File: src/rtl/memlcd_rx_if.sv
// memlcd_rx_if: word-stream bus produced by memlcd_rx.
//
// Handshake: there is no ready. wr_valid is a one-cycle strobe, and the
// consumer must take wr_line/wr_idx/wr_data in that cycle. The fields then
// hold until the next strobe. line_done and frame_done are one-cycle pulses
// on the same bus.
//
// Signals:
//   wr_valid    word strobe
//   wr_line     line address of the word
//   wr_idx      word index within the line
//   wr_data     pixel word, first-received bit in bit 0
//   line_done   pulse after a line's dummy bits
//   frame_done  pulse on a clean chip-select deassert
//
// Modports: master (receiver side, drives the bus), slave (consumer side).
interface memlcd_rx_if #(
  parameter int ADDR_BITS = 10,
  parameter int LINE_BITS = 336,
  parameter int WORD_W    = 16
);
  localparam int WORDS = LINE_BITS / WORD_W;
  localparam int IDX_W = (WORDS > 1) ? $clog2(WORDS) : 1;

  logic                 wr_valid;
  logic [ADDR_BITS-1:0] wr_line;
  logic [IDX_W-1:0]     wr_idx;
  logic [WORD_W-1:0]    wr_data;
  logic                 line_done;
  logic                 frame_done;

  modport master (
    output wr_valid, wr_line, wr_idx, wr_data, line_done, frame_done
  );

  modport slave (
    input wr_valid, wr_line, wr_idx, wr_data, line_done, frame_done
  );
endinterface

File: src/rtl/memlcd_rx.sv
// memlcd_rx: receiver for the memory-LCD serial link (lcd_sclk/lcd_si/lcd_scs).
//
// The three link lines are oversampled on clk. The receiver decodes the
// mode / address / data / dummy framing and emits each line as a stream of
// WORD_W-bit pixel words tagged with the line address and word index.
//
// Ports:
//   clk, rst_n  system clock (>= 4x lcd_sclk) and async active-low reset
//   lcd_sclk    serial clock, asynchronous to clk
//   lcd_si      serial data, taken at lcd_sclk rising edges
//   lcd_scs     chip select, active high
//   mode        mode field of the current/last frame
//   wr          word-stream bus (memlcd_rx_if.master)
//   err_trunc   sticky; scs fell mid-field, cleared by the next scs rise
//   frame_sum   frame checksum, or 0 when the checksum is not built
//   dbg_state   current FSM state
//
// Build option: define MEMLCD_RX_CHECKSUM_EN to build the frame checksum.
// The checksum is frame_sum <- rotl(frame_sum,1) ^ {line, idx, data},
// updated on every word. Without the macro, frame_sum is tied to 0.
//
// Latency: a strobe or pulse appears 4 clk after the lcd_sclk rise or
// lcd_scs fall that causes it. The stages are 2 sync, 1 edge register and
// 1 output register.
module memlcd_rx #(
  parameter int MODE_BITS  = 6,
  parameter int ADDR_BITS  = 10,
  parameter int LINE_BITS  = 336,
  parameter int DUMMY_BITS = 6,
  parameter int WORD_W     = 16
) (
  input  logic                 clk,
  input  logic                 rst_n,
  input  logic                 lcd_sclk,
  input  logic                 lcd_si,
  input  logic                 lcd_scs,
  output logic [MODE_BITS-1:0] mode,
  memlcd_rx_if.master          wr,
  output logic                 err_trunc,
  output logic [31:0]          frame_sum,
  output logic [2:0]           dbg_state
);
  localparam int WORDS  = LINE_BITS / WORD_W;
  localparam int IDX_W  = (WORDS > 1) ? $clog2(WORDS) : 1;
  localparam int MAX_AM = (MODE_BITS > ADDR_BITS) ? MODE_BITS : ADDR_BITS;
  localparam int MAX_DW = (DUMMY_BITS > WORD_W) ? DUMMY_BITS : WORD_W;
  localparam int F_MAX  = (MAX_AM > MAX_DW) ? MAX_AM : MAX_DW;
  localparam int CNT_W  = $clog2(F_MAX + 1);
  localparam int SH_W   = (MAX_AM > WORD_W) ? MAX_AM : WORD_W;

  typedef enum logic [2:0] {
    IDLE  = 3'd0,
    MODE  = 3'd1,
    ADDR  = 3'd2,
    DATA  = 3'd3,
    DUMMY = 3'd4
  } state_t;

  // ---------------- synchronizers and edge detect ----------------
  logic [1:0] sclk_s, si_s, scs_s;
  logic       sclk_d, scs_d;
  logic [1:0] sync_vld;
  logic       armed;
  logic       rise_q, bit_q, srise_q, sfall_q;

  // armed holds off scs-rise detection until scs has been seen low after
  // reset. A frame interrupted by reset is then dropped, not re-entered
  // mid-stream.
  always_ff @(posedge clk or negedge rst_n) begin
    if (!rst_n) begin
      sclk_s   <= '0;
      si_s     <= '0;
      scs_s    <= '0;
      sclk_d   <= 1'b0;
      scs_d    <= 1'b0;
      sync_vld <= '0;
      armed    <= 1'b0;
      rise_q   <= 1'b0;
      bit_q    <= 1'b0;
      srise_q  <= 1'b0;
      sfall_q  <= 1'b0;
    end else begin
      sclk_s   <= {sclk_s[0], lcd_sclk};
      si_s     <= {si_s[0], lcd_si};
      scs_s    <= {scs_s[0], lcd_scs};
      sclk_d   <= sclk_s[1];
      scs_d    <= scs_s[1];
      sync_vld <= {sync_vld[0], 1'b1};
      if (sync_vld[1] && !scs_s[1]) armed <= 1'b1;
      rise_q   <= sclk_s[1] & ~sclk_d & scs_s[1];
      bit_q    <= si_s[1];
      srise_q  <= armed & scs_s[1] & ~scs_d;
      sfall_q  <= ~scs_s[1] & scs_d;
    end
  end

  // ---------------- FSM ----------------
  state_t             state_q, state_d;
  logic [CNT_W-1:0]   bit_cnt;
  logic [IDX_W-1:0]   word_idx;
  logic [SH_W-2:0]    sh;
  logic [SH_W-1:0]    sh_next;

  logic               start, shift_en, field_end, emit_word, line_last;
  logic               line_end, clean_end, trunc;
  logic [CNT_W-1:0]   last_cnt;

  assign dbg_state = state_q;
  // Fields arrive LSB-first, so each new bit enters at the top. After N
  // bits the field occupies the top N bits of sh_next.
  assign sh_next   = {bit_q, sh};

  always_ff @(posedge clk or negedge rst_n) begin
    if (!rst_n) state_q <= IDLE;
    else        state_q <= state_d;
  end

  always_comb begin
    state_d = state_q;
    if (state_q == IDLE) begin
      if (srise_q) state_d = MODE;
    end else if (sfall_q) begin
      state_d = IDLE;
    end else if (field_end) begin
      case (state_q)
        MODE:    state_d = ADDR;
        ADDR:    state_d = DATA;
        DATA:    state_d = line_last ? DUMMY : DATA;
        DUMMY:   state_d = ADDR;
        default: state_d = IDLE;
      endcase
    end
  end

  always_comb begin
    last_cnt = '0;
    case (state_q)
      MODE:    last_cnt = CNT_W'(MODE_BITS - 1);
      ADDR:    last_cnt = CNT_W'(ADDR_BITS - 1);
      DATA:    last_cnt = CNT_W'(WORD_W - 1);
      DUMMY:   last_cnt = CNT_W'(DUMMY_BITS - 1);
      default: last_cnt = '0;
    endcase
    start     = (state_q == IDLE) && srise_q;
    shift_en  = rise_q && !sfall_q && (state_q != IDLE);
    field_end = shift_en && (bit_cnt == last_cnt);
    emit_word = field_end && (state_q == DATA);
    line_last = emit_word && (word_idx == IDX_W'(WORDS - 1));
    line_end  = field_end && (state_q == DUMMY);
    // A frame ends cleanly only on a line boundary: either before any
    // address bit, or right after the trailer.
    clean_end = sfall_q && (state_q == ADDR) &&
                ((bit_cnt == '0) || (bit_cnt == CNT_W'(DUMMY_BITS)));
    trunc     = sfall_q && (state_q != IDLE) && !clean_end;
  end

  // ---------------- datapath ----------------
  always_ff @(posedge clk or negedge rst_n) begin
    if (!rst_n) begin
      sh            <= '0;
      bit_cnt       <= '0;
      word_idx      <= '0;
      mode          <= '0;
      err_trunc     <= 1'b0;
      wr.wr_valid   <= 1'b0;
      wr.wr_line    <= '0;
      wr.wr_idx     <= '0;
      wr.wr_data    <= '0;
      wr.line_done  <= 1'b0;
      wr.frame_done <= 1'b0;
    end else begin
      wr.wr_valid   <= emit_word;
      wr.line_done  <= line_end;
      wr.frame_done <= clean_end;
      if (start) begin
        bit_cnt   <= '0;
        word_idx  <= '0;
        err_trunc <= 1'b0;
      end else begin
        if (trunc) err_trunc <= 1'b1;
        if (shift_en) begin
          sh      <= sh_next[SH_W-1:1];
          bit_cnt <= field_end ? '0 : bit_cnt + 1'b1;
          if (field_end && (state_q == MODE))
            mode <= sh_next[SH_W-1 -: MODE_BITS];
          if (field_end && (state_q == ADDR)) begin
            wr.wr_line <= sh_next[SH_W-1 -: ADDR_BITS];
            word_idx   <= '0;
          end
          if (emit_word) begin
            wr.wr_data <= sh_next[SH_W-1 -: WORD_W];
            wr.wr_idx  <= word_idx;
            word_idx   <= word_idx + 1'b1;
          end
        end
      end
    end
  end

`ifdef MEMLCD_RX_CHECKSUM_EN
  // wr_line already holds the current line when a word completes.
  logic [ADDR_BITS+IDX_W+WORD_W-1:0] sum_src;
  assign sum_src = {wr.wr_line, word_idx, sh_next[SH_W-1 -: WORD_W]};

  always_ff @(posedge clk or negedge rst_n) begin
    if (!rst_n) begin
      frame_sum <= '0;
    end else if (start) begin
      frame_sum <= '0;
    end else if (emit_word) begin
      frame_sum <= {frame_sum[30:0], frame_sum[31]} ^ 32'(sum_src);
    end
  end
`else
  assign frame_sum = '0;
`endif

endmodule

File: src/flat_wrapper.sv
// flat-port wrapper written by rule: the top's interface ports become plain ports
module memlcd_rx_flat 
#(
  parameter int MODE_BITS  = 6,
  parameter int ADDR_BITS  = 10,
  parameter int LINE_BITS  = 336,
  parameter int DUMMY_BITS = 6,
  parameter int WORD_W     = 16
)
  (clk, rst_n, lcd_sclk, lcd_si, lcd_scs, mode, err_trunc, frame_sum, dbg_state, wr_wr_valid, wr_wr_line, wr_wr_idx, wr_wr_data, wr_line_done, wr_frame_done);
  memlcd_rx_if #(.ADDR_BITS(ADDR_BITS), .LINE_BITS(LINE_BITS), .WORD_W(WORD_W)) wr_i ();
  input  logic clk;
  input  logic rst_n;
  input  logic lcd_sclk;
  input  logic lcd_si;
  input  logic lcd_scs;
  output logic [MODE_BITS-1:0] mode;
  output logic err_trunc;
  output logic [31:0] frame_sum;
  output logic [2:0] dbg_state;
  output wire logic [$bits(wr_i.wr_valid)-1:0] wr_wr_valid;
  output wire logic [$bits(wr_i.wr_line)-1:0] wr_wr_line;
  output wire logic [$bits(wr_i.wr_idx)-1:0] wr_wr_idx;
  output wire logic [$bits(wr_i.wr_data)-1:0] wr_wr_data;
  output wire logic [$bits(wr_i.line_done)-1:0] wr_line_done;
  output wire logic [$bits(wr_i.frame_done)-1:0] wr_frame_done;
  assign wr_wr_valid = wr_i.wr_valid;
  assign wr_wr_line = wr_i.wr_line;
  assign wr_wr_idx = wr_i.wr_idx;
  assign wr_wr_data = wr_i.wr_data;
  assign wr_line_done = wr_i.line_done;
  assign wr_frame_done = wr_i.frame_done;
  memlcd_rx #(.MODE_BITS(MODE_BITS), .ADDR_BITS(ADDR_BITS), .LINE_BITS(LINE_BITS), .DUMMY_BITS(DUMMY_BITS), .WORD_W(WORD_W)) u_core (.clk(clk), .rst_n(rst_n), .lcd_sclk(lcd_sclk), .lcd_si(lcd_si), .lcd_scs(lcd_scs), .mode(mode), .wr(wr_i), .err_trunc(err_trunc), .frame_sum(frame_sum), .dbg_state(dbg_state));
endmodule
File: config.mk
export PLATFORM = sky130hd
export DESIGN_NAME = memlcd_rx_flat
export DESIGN_NICKNAME = d
export VERILOG_FILES = /design/src/rtl/memlcd_rx_if.sv /design/src/rtl/memlcd_rx.sv /design/src/flat_wrapper.sv
export SDC_FILE = /design/constraint.sdc
export NUM_CORES = 1
export LEC_CHECK = 0
export CELL_PAD_IN_SITES_DETAIL_PLACEMENT = 1
export CELL_PAD_IN_SITES_GLOBAL_PLACEMENT = 2
export CORE_UTILIZATION = 32
export CTS_BUF_LIST = sky130_fd_sc_hd__clkbuf_8
export DETAILED_ROUTE_END_ITERATION = 12
export GPL_TIMING_DRIVEN = 1
export PLACE_DENSITY = 0.87
export SETUP_SLACK_MARGIN = 0.15
export SYNTH_ARGS = -nofsm -noshare
export SYNTH_HDL_FRONTEND = slang
export SYNTH_SLANG_ARGS = --single-unit
File: constraint.sdc
create_clock -name clk -period 2 [get_ports clk]
set_input_delay 0.3 -clock clk [delete_from_list [all_inputs] [get_ports clk]]
set_output_delay 0.3 -clock clk [all_outputs]
set_load 0.05 [all_outputs]
# --- Word-level counts from Yosys, hierarchy flattened ---
# Index checks and enable logic that the tools add are counted.
totals:
  register_bits: 84
  in_bits: 5
  output_inout_bits: 76
  elab_cells: 90
op_classes:
  addsub: 2
  n_eq_ne: 8
  mux: 16
  bitwise_logic: 9
  reduce_logical: 32
op_table:
  columns: ["cell", "count"]
  rows:
  - ["$mux 5", 7]
  - ["$mux 3", 5]
  - ["$logic_and 1x1->1", 14]
  - ["$pmux 4 s3", 1]
  - ["$add 5x1->5 const B", 2]
  - ["$pmux 3 s3", 1]
  - ["$reduce_and 3->1", 3]
  - ["$reduce_bool 3->1", 3]
  - ["$eq 3x2->1 const B", 2]
  - ["$reduce_and 2->1", 3]
  - ["$and 1x1->1", 5]
  - ["$eq 5x3->1 const B", 1]
  - ["$eq 5x4->1", 1]
  - ["$eq 5x5->1 const B", 1]
  - ["$logic_not 5->1", 1]
  - ["$not 1->1", 4]
  - ["$reduce_bool 2->1", 2]
  - ["$eq 3x1->1 const B", 1]
  - ["$eq 3x3->1 const B", 1]
  - ["$logic_not 1->1", 3]
  - ["$logic_not 3->1", 1]
  - ["$mux 1", 2]
  - ["$ne 2x1->1 const B", 1]
  - ["$reduce_or 2->1", 1]
  - ["$logic_or 1x1->1", 1]

# --- Depth between registers and ports, before layout ---
logic_depth:
  word_depth: 12
  ltp_mapped: 7
  ltp_nobuf: 7

# --- Least setup slack after synthesis ---
# Ideal clock, no wire load.
synth_timing:
  kind: "flip-flop to flip-flop"
  startpoint: "reg u_core.state_q[0] (netlist: u_core.dbg_state[0])"
  endpoint: "reg u_core.wr.wr_line[0]"
  setup_ns: 0.125
  arrival_time_ns: 2.307
  required_time_ns: 1.875
  setup_slack_ns: -0.431
  stages_incl_launch_ff: 7
  path_buffers: 1
  synth_period_minus_slack_ns: 2.431
  path_cell_list: "dfrtp_1 or4_1 o31a_2 a31oi_4 and4_1 buf_6 mux2_2"
synth_between:
  elab_chain_len: 7
  word_cells_on_any_way: 15
  classes_between: "5 x eq/ne; 1 x mux; 1 x bitwise; 8 x reduce/logical"
synth_lines:
  columns: ["item", "line_no", "text"]
  rows:
  - ["start: declaration", "memlcd_rx.sv:98", "state_t state_q, state_d;"]
  - ["start signal: assignment", "memlcd_rx.sv:115", "else state_q <= state_d;"]
  - ["$eq 3x1->1 / $eq 3x3->1 (equally long branches)", "memlcd_rx.sv:137", "case (state_q)"]
  - ["$reduce_or 2->1 (no line)", null, null]
  - ["$pmux 4 s3", "memlcd_rx.sv:137", null]
  - ["$eq 5x4->1", "memlcd_rx.sv:146", "field_end = shift_en && (bit_cnt == last_cnt);"]
  - ["$logic_and 1x1->1", "memlcd_rx.sv:146", null]
  - ["$logic_and 1x1->1", "memlcd_rx.sv:186", "if (field_end && (state_q == ADDR)) begin"]
  - ["$reduce_and 3->1 (no line) (*)", null, null]
  - ["end signal: assignment", "memlcd_rx.sv:187", "wr.wr_line <= sh_next[SH_W-1 -: ADDR_BITS];"]
  - ["end: declaration", "memlcd_rx_if.sv:33", "output wr_valid, wr_line, wr_idx, wr_data, line_done, frame_done"]
# Every way passes the cells marked *; elsewhere a longest branch is shown, timed or not.
# A chain may end at the register's enable or synchronous reset.

# --- Final worst setup path ---
layout_timing:
  startpoint: "reg u_core.state_q[1] (netlist: u_core.dbg_state[1])"
  endpoint: "reg u_core.wr.wr_line[0]"
# The elaborated chain is that of the path after synthesis.

==> impl_metrics.ini <==
[timing]
rsz0062_at_grt = true
setup_tns_ns = -4.32
hold_violations = 0
clock_skew_ns = 0.00991
maxSlewViolCount = 0
period_share = 1.08
fmax_mhz = 463
setup_viol_count_final = 46
finalWorstSetupSlack_ns = -0.162
period_minus_slack_ns = 2.16
holdWs_ns = 0.347
worstMarginPinSlew_ns = 0.511
maxSlewHeadroom = 0.659

[critical_path]
crit_path_max_incr_delay_ns = 0.55
crit_required_ns = 2.25
cp.arrival_ns = 2.41
critPathCaptureType = flip-flop
crit_path_cell_trace = or4_4, o31a_4, a31oi_4, and4_4, buf_12, mux2_4
cp_slowest_cell = or4_4
critPathMaxFanout = 10
cp-start-kind = flip-flop
path_class = flip-flop to flip-flop

[die]
rows = 39
core_area_mm2 = 0.0115
die_h_um = 111
ios = 81
die-area_mm2 = 0.0124
die_w_um = 111
start_util = 0.331

[layout]
final_common_cell = dfrtp_1
drive_above_1_share = 0.371
nets = 401
final_cell_count_no_fill = 539
area_delta_synth_final_pct = 36.0
fin_area_mm2 = 0.00518
antenna_cells = 0
fill_cells = 1208
final_cell_mix = 81 x dfrtp_1, 36 x buf_4, 33 x conb_1, 29 x mux2_4, 27 x dlygate4sd2_1

[grt]
grt_max_degree = 51
globalRouteOverflowTotal = 0
antenna_found_initial = 0
grt_pass1_vias = 2852
grt_use_total = 0.169
grt_pass1_wl_um = 16000

[yosys]
ys_async_sr_fraction = 1.00
synth_area_per_cell_um2 = 12.8
synth_edf_count = 0
synth_area_mm2 = 0.00381
ys_warn_count = 0
synthCells = 298
ys.flop_type = dfrtp_1
synth.lib_cells_used.distinct = 51
yosys_register_bits = 84
yosysSeqAreaShare = 0.551

[cts]
path_clk_slew_ns = 0.09
clk_root_buffer_cell = clkbuf_8
clock_latency_ns = 0.37
cts-htree-levels = 3
clock_sinks = 84
cts-buffers-inserted = 9
cts_tree = done
clockBufferDepth = 2

[route]
vias = 2652
drcViolationCount = 12
wl_per_cell_um = 18.8
first_iter_violations = 112
drt_wl_total_um = 10200
drtAntennaViolNets = 0
dr.pass1.iters = 8
viasPerCell = 4.92

[outcome]
violations = DRC, setup timing
status = finished, violations left

[hold_path]
hold_path_class = flip-flop to flip-flop

[placed_design]
globalplace.congestion = 0.811
dp_cells = 505
dp_worst_setup_slack_ns = -0.181
dpl_cell_area_mm2 = 0.00455
port_buffers = 48
dp_hpwl_um = 6140

[pwr]
ir_worst_vdd_mv = 0.387
leakage_nw = 2.76
powerDensity_mw_per_mm2 = 730

[flow_run]
maxCapViolCount = 0
[registers in the layout, indices dropped and copies added, names as in the netlist, 2 cells and up]
signal	cells
u_core.sclk_s	2
u_core.sh	15
u_core.scs_s	2
u_core.sync_vld	2
u_core.bit_cnt	5
u_core.word_idx	5
u_core.dbg_state	3
u_core.si_s	2
u_core.mode	6
u_core.wr.wr_line	10
u_core.wr.wr_idx	5
u_core.wr.wr_data	16
[synth_stat cells, types with 3 or more instances]
cell type  count  area, um^2
and3_1         3        18.8
dfrtp_1       84        2100
a221o_1        3        30.0
a31oi_1        4        25.0
a21oi_1        5        25.0
nand3_1        6        30.0
mux2_2        52         586
nor2b_1        3        18.8
inv_1          9        33.8
clkbuf_1       6        22.5
o21ai_0        8        40.0
nand2b_1       5        31.3
ha_1           5        62.6
nand3b_1       3        22.5
buf_2          3        15.0
nor3b_1        3        22.5
nor2_1         8        30.0
buf_4         32         240
nand2_1       10        37.5
nor3_1         4        20.0
[report_power, final]
group	internal (W)	switching (W)	total, W
combinational	0.000310	0.000478	0.000788
clock	0.000522	0.000647	0.00117
sequential	0.00176	0.0000728	0.00183
[cells by family (layout without fill, tap and decap cells)]
family	Yosys count	count (layout)	synth area share
flip-flops	84	84	0.551
AND/OR/NAND/NOR	62	65	0.102
multiplexers	55	55	0.163
buffers and inverters	52	116	0.0876
AO/OA/AOI/OAI	36	36	0.0738
adder cells (fa/ha/maj)	5	5	0.0164
other	2	33	0.00197
XOR/XNOR	2	2	0.00459
[final timing paths]
kind / slack [ns] / start / endpoint / cells after the start
min reg2reg: 0.35 / u_core.si_s[1]$_DFF_PN0_ / u_core.bit_q$_DFF_PN0_ / 0
min: 0.35 / u_core.si_s[1]$_DFF_PN0_ / u_core.bit_q$_DFF_PN0_ / 0
max in group asynchronous: 0.92 / rst_n / u_core.wr.wr_line[3]$_DFFE_PN0P_ / 3
max reg2reg: -0.16 / u_core.dbg_state[1]$_DFFE_PN0P_ / u_core.wr.wr_line[0]$_DFFE_PN0P_ / 6
min in group asynchronous: 0.45 / rst_n / u_core.dbg_state[0]$_DFFE_PN0P_ / 2
max: -0.16 / u_core.dbg_state[1]$_DFFE_PN0P_ / u_core.wr.wr_line[0]$_DFFE_PN0P_ / 6
[metrics by stage]
stage / total power, W / util
2_1_floorplan: 0.00226 / -
3_3_place_gp: 0.00239 / 0.395
3_5_place_dp: 0.00241 / 0.395
4_1_cts: 0.00371 / 0.435
5_1_grt: 0.00393 / 0.450
6_report: 0.00379 / 0.450
[worst max-delay path, delay by kind of cell, from the launching register on]
| family | cells | cell delay (ns) |
|---|---|---|
| buffers and inverters | 1 | 0.15 |
| and+or+nand+nor | 2 | 0.81 |
| AOI/OAI and AO/OA | 2 | 0.34 |
| DFF | 1 | 0.43 |
| muxes | 1 | 0.31 |
[repair_timing]
item	4_1_cts	5_1_grt
endpoints found under the hold margin	34	0
setup endpoints to repair	91	77
buffers inserted	4	10
hold buffers	1	0
gates resized for setup	83	22
cloned	2	1
pin swaps	8	11
[metal layers]
layer / part of all wire / wire length [um] / track usage
met5: 0 / 0 / 0
met1: 0.44 / 4450 / 0.209
met2: 0.49 / 4990 / 0.287
met3: 0.045 / 460 / 0.0372
met4: 0.025 / 257 / 0.0676
[final cells by class]
type,instances,area (um^2),area share
Sequential cell,84,2110,0.406
Multi-Input combinational cell,196,1810,0.349
Timing Repair Buffer,91,868,0.167
Tap cell,143,179,0.0345
Clock buffer,11,151,0.0292
Clock inverter,5,35.0,0.00676
Inverter,9,33.8,0.00652
No activity file was read; power rests on OpenSTA's default activity.
